===== config.mk =====
export PLATFORM = sky130hd
export DESIGN_NAME = frog_mover
export DESIGN_NICKNAME = d
export VERILOG_FILES = /design/src/rtl/frog_mover.sv
export SDC_FILE = /design/constraint.sdc
export NUM_CORES = 1
export LEC_CHECK = 0
export BUFFER_PORTS_ARGS = -buffer_cell sky130_fd_sc_hd__buf_2
export CORE_AREA = 2 2 107 109
export CTS_CLUSTER_SIZE = 24
export DETAILED_ROUTE_END_ITERATION = 7
export DIE_AREA = 0 0 109 111
export GPL_TIMING_DRIVEN = 0
export PLACE_DENSITY = 0.74
export SETUP_SLACK_MARGIN = 0.3
export SLEW_MARGIN = 20
export SYNTH_ARGS = -nofsm -noshare
export SYNTH_HDL_FRONTEND = slang
export SYNTH_SLANG_ARGS = --single-unit

===== constraint.sdc =====
create_clock -name clk -period 2.87 [get_ports clk]
set_clock_uncertainty 0.05 [all_clocks]
set_input_delay 0.1435 -clock clk [delete_from_list [all_inputs] [get_ports clk]]
set_output_delay 0.1435 -clock clk [all_outputs]
set_load 0.01 [all_outputs]

===== src/rtl/frog_mover.sv =====
// Frog position controller: synchronises the four direction keys, applies one
// grid step per accepted press with a cooldown, respawns on hit, freezes on win.
module frog_mover #(
  parameter int unsigned MOVE_COOLDOWN = 8,
  parameter int unsigned START_ROW     = 15,
  parameter int unsigned START_COL     = 7
) (
  input  logic              clk,
  input  logic              reset,
  input  logic              key_up,
  input  logic              key_down,
  input  logic              key_left,
  input  logic              key_right,
  input  logic              hit,
  input  logic              restart,
  output logic [3:0]        frog_row,
  output logic [3:0]        frog_col,
  output logic [15:0][15:0] GreenPixels,
  output logic              frozen
);

  typedef enum logic {PLAY, WON} state_t;

  localparam int CW = 20;
  localparam logic [3:0]    START_ROW_V = 4'(START_ROW);
  localparam logic [3:0]    START_COL_V = 4'(START_COL);
  localparam logic [CW-1:0] COOLDOWN_V  = CW'(MOVE_COOLDOWN);

  // Key vector order: [3]=up, [2]=down, [1]=left, [0]=right
  logic [3:0] keyRaw;
  logic [3:0] sync1, sync2, prev;
  logic [3:0] rise;

  state_t        state, stateNext;
  logic [3:0]    rowNext, colNext;
  logic [CW-1:0] cooldown, cooldownNext;

  assign keyRaw = {key_up, key_down, key_left, key_right};
  assign rise   = sync2 & ~prev;

  always_ff @(posedge clk or posedge reset) begin
    if (reset) begin
      sync1 <= '0;
      sync2 <= '0;
      prev  <= '0;
    end else begin
      sync1 <= keyRaw;
      sync2 <= sync1;
      prev  <= sync2;
    end
  end

  always_ff @(posedge clk or posedge reset) begin
    if (reset) begin
      state    <= PLAY;
      frog_row <= START_ROW_V;
      frog_col <= START_COL_V;
      cooldown <= '0;
    end else begin
      state    <= stateNext;
      frog_row <= rowNext;
      frog_col <= colNext;
      cooldown <= cooldownNext;
    end
  end

  // Priority restart > hit > move; a blocked move is a no-op and loads no cooldown
  always_comb begin
    stateNext    = state;
    rowNext      = frog_row;
    colNext      = frog_col;
    cooldownNext = (cooldown != '0) ? cooldown - 1'b1 : '0;
    if (restart) begin
      stateNext    = PLAY;
      rowNext      = START_ROW_V;
      colNext      = START_COL_V;
      cooldownNext = '0;
    end else if (state == PLAY) begin
      if (hit) begin
        rowNext      = START_ROW_V;
        colNext      = START_COL_V;
        cooldownNext = '0;
      end else if (cooldown == '0) begin
        if (rise[3]) begin
          if (frog_row != 4'd0) begin
            rowNext      = frog_row - 4'd1;
            cooldownNext = COOLDOWN_V;
            if (frog_row == 4'd1) stateNext = WON;
          end
        end else if (rise[2]) begin
          if (frog_row != 4'd15) begin
            rowNext      = frog_row + 4'd1;
            cooldownNext = COOLDOWN_V;
          end
        end else if (rise[1]) begin
          if (frog_col != 4'd0) begin
            colNext      = frog_col - 4'd1;
            cooldownNext = COOLDOWN_V;
          end
        end else if (rise[0]) begin
          if (frog_col != 4'd15) begin
            colNext      = frog_col + 4'd1;
            cooldownNext = COOLDOWN_V;
          end
        end
      end
    end
  end

  always_comb begin
    GreenPixels                     = '0;
    GreenPixels[frog_row][frog_col] = 1'b1;
  end

  assign frozen = (state == WON);

endmodule


==> key figures <==
Routing
  – Via/cell ratio: 5.003
  – Via count: 4818
  – Post-route DRC violation count: 0
  – DR iter-0 viols: 467
  – Initial DRT Pass Iterations: 5
  – Final WL: 17640 um
  – Routed Antenna Nets: 0
  – Average wire per standard cell: 18.31 um

Global routing
  – Overall routing resource usage: 0.2752
  – Met1 Use GR: 0.3667
  – Initial antenna violation count: 0
  – Vias in the first global route: 4021
  – Global-route track usage on met2: 0.4538
  – First-pass GRT wire length: 24780 um
  – M3 GR Usage: 0.05350
  – Grt total ovfl: 0
  – GRT Max-Usage Layer: met2
  – Largest net degree at the start of global routing: 24

CTS
  – CTS max path bufs: 2
  – Root Buffer: clkbuf_16
  – H-tree depth: 2
  – Cts bufs inserted: 5
  – CTS tree: built
  – Worst-skew pair later-pin latency: 0.28 ns
  – Clock slew at reported path FFs: 0.06 ns
  – CTS sink count: 41

Setup path
  – R2r setup slk: 0.40 ns
  – CP startpoint kind: flip-flop
  – Worst path top cell family by delay: buffers and inverters
  – Worst R2R End: frog_row[3]$_DFFE_PP1P_
  – Worst R2R Start: frog_row[0]$_DFFE_PP1P_
  – CP Class: reg -> out
  – CP Capture Type: output pin
  – Slowest CP cell: dfstp_2
  – CP max FO: 10
  – Critical Path RT: 2.68 ns
  – R2r worst-path depth: 8
  – Slowest stage delay, CP: 0.53 ns
  – Arrival @ worst endpoint: 2.30 ns
  – Buf+Inv Stages, Crit Path: 4
  – Crit-path cells: buf_2 > inv_1 > nor2_1 > nand2_1 > clkbuf_2 > nor2_1 > buf_2

Timing
  – Worst rel slew slack: 0.5104
  – Setup violators final: 0
  – F_max: 400.7 MHz
  – Final Critical Period: 2.496 ns
  – Period utilisation layout: 0.8696
  – Pins over their slew limit: 0
  – RSZ-0062 raised after global routing: true
  – Hold_ws: 0.1711 ns
  – Setup TNS: 0 ns
  – Final hold vios: 0
  – Worst-margin pin slew: 0.7344 ns

Placed design
  – GPL Wtd Cong: 0.8853
  – DPL Wire Length: 13530 um
  – PortBufs: 272

Final layout
  – Fill cells: 1138
  – P&R area growth vs syn: 55.25%
  – Most common cell after layout, fill and taps aside: nor2_1
  – Final Net Count: 837
  – N_diodes: 0
  – Commonest non-fill, non-tap cells in the layout: nor2_1, buf_2, dfrtp_1, nand2_1, clkbuf_2
  – Layout cells sized above 1: 0.4305

Floorplan
  – Starting Density: 0.3089
  – Die width: 109 um
  – Ports: 273
  – Die Ht: 111 um
  – Die Area: 12100 um^2
  – # rows: 39
  – Core area: 11080 um^2

Power
  – PwrDens: 534.8 nW/um^2
  – Max VDD drop: 0.5660 mV
  – Leak: 2.934 nW

Hold path
  – WHS Endpoint: frog_col[2]$_DFFE_PP1P_
  – Hold Crit Start: hit
  – Worst Hold Depth: 3
  – Hold Crit Class: in -> reg

Logic synthesis
  – Yosys reg bits: 41
  – Cell variety after synth: 51
  – Post-synth ARST share: 1.000
  – Sequential element share of the synthesized area: 0.3024
  – EDFF count, synth: 0
  – Main flop type after synthesis: dfrtp_1
  – Synth warn: 0
  – Syn nets: 551
  – Syn Inst Count: 533
  – Cell area after synthesis: 3422 um^2
  – Syn Area/Cell: 6.420 um^2

Flow run
  – Max-Cap Viols: 0

Run status
  – Outcome: completed
[cell type report]
class | instances | area (um^2) | share of cell area
buffer | 43 | 215.2 | 0.04051
multi-input combinational | 439 | 2227 | 0.4192
inverter | 10 | 37.54 | 0.007065
sequential | 41 | 1035 | 0.1948
tap | 143 | 178.9 | 0.03368
timing repair buffer | 279 | 1446 | 0.2723
clock buffer | 7 | 142.6 | 0.02685
clock inverter | 1 | 30.03 | 0.005652
[registers in the layout, summed over array words and instances (netlist names)]
name / cells
frozen: 1
prev: 4
sync2: 4
frog_row: 4
cooldown: 20
frog_col: 4
sync1: 4
[routing by layer]
metal  share of wire  wire (um)
met5               0          0
met4           0.021        372
met3            0.10       1788
met2            0.46       8049
met1            0.42       7425
[cells in the mapped netlist (all sizes together) (3+ instances only)]
| library cell | n | area, um^2 |
|---|---|---|
| a21oi | 8 | 43.79 |
| o21ai | 4 | 20.01 |
| xor2 | 10 | 87.58 |
| a211oi | 3 | 27.52 |
| nor2 | 289 | 1087 |
| or4 | 3 | 30.03 |
| nor2b | 4 | 25.02 |
| dfstp | 7 | 183.9 |
| nand2 | 36 | 147.6 |
| inv | 10 | 37.54 |
| nand2b | 4 | 25.02 |
| o31ai | 3 | 22.52 |
| nor4 | 5 | 58.80 |
| dfrtp | 34 | 850.8 |
| nand3 | 15 | 75.07 |
| ha | 9 | 112.6 |
| clkbuf | 34 | 127.6 |
| nor3 | 7 | 55.05 |
| xnor2 | 10 | 87.58 |
| buf | 9 | 62.55 |
| nand3b | 3 | 22.52 |
| nand4 | 4 | 25.02 |
[worst max path at each step]
stage / endpoint / start / slack, ns / cells past startpoint
3_3_place_gp: GreenPixels[93] / frog_col[0]$_DFFE_PP1P_ / 0.38 / 7
3_5_place_dp: GreenPixels[93] / frog_col[0]$_DFFE_PP1P_ / 0.35 / 7
4_1_cts: GreenPixels[135] / frog_col[2]$_DFFE_PP1P_ / 0.17 / 6
6_report: GreenPixels[183] / frog_row[3]$_DFFE_PP1P_ / 0.37 / 7
2_1_floorplan: frog_row[3]$_DFFE_PP1P_ / frog_row[0]$_DFFE_PP1P_ / 0.77 / 8
5_1_grt: GreenPixels[158] / frog_row[3]$_DFFE_PP1P_ / 0.27 / 7
[stage by stage]
step / instances / area [um^2] / power [mW] / util / worst slack (ns)
final: 963 / 5313 / 2.841 / 0.4796 / 0.3742
after global routing: 963 / 5313 / 3.058 / 0.4796 / 0.2683
after CTS: 963 / 5245 / 2.844 / 0.4735 / 0.1706
after detailed placement: 949 / 4990 / 2.174 / 0.4505 / 0.3496
after global placement: 948 / 4962 / 2.152 / 0.4480 / 0.3768
after floorplan: 533 / 3422 / 1.899 / - / 0.7724
[worst min-delay path, delay by kind of cell]
family / cells / cell delay [ns]
buffers and inverters: 1 / 0.12
multiplexers: 1 / 0.12
AND/OR/NAND/NOR: 1 / 0.06
[power breakdown]
group          switching [mW]  total [mW]  leakage [nW]  internal, mW
Clock                   0.210       0.644        0.0841         0.434
Combinational           0.824        1.38          2.34         0.559
Sequential              0.123       0.815         0.514         0.691
[logic make-up (layout without fill, tap and decap cells)]
family / after synthesis / in the layout / synth area share
compound gates: 27 / 27 / 0.05996
xor+xnor: 20 / 20 / 0.05119
fa+ha+maj: 10 / 10 / 0.03876
buf+inv: 53 / 340 / 0.06654
flops: 41 / 41 / 0.3024
mux: 1 / 1 / 0.002925
simple gates: 381 / 381 / 0.4782
[repair_timing]
item	in CTS	in global routing
resized for setup	13	38
buffers inserted	1	0
pin swaps	1	0
hold endpoints to repair	22	0
setup endpoints to repair	126	164
hold buffers	5	0
(Power assumes the default switching activity.)
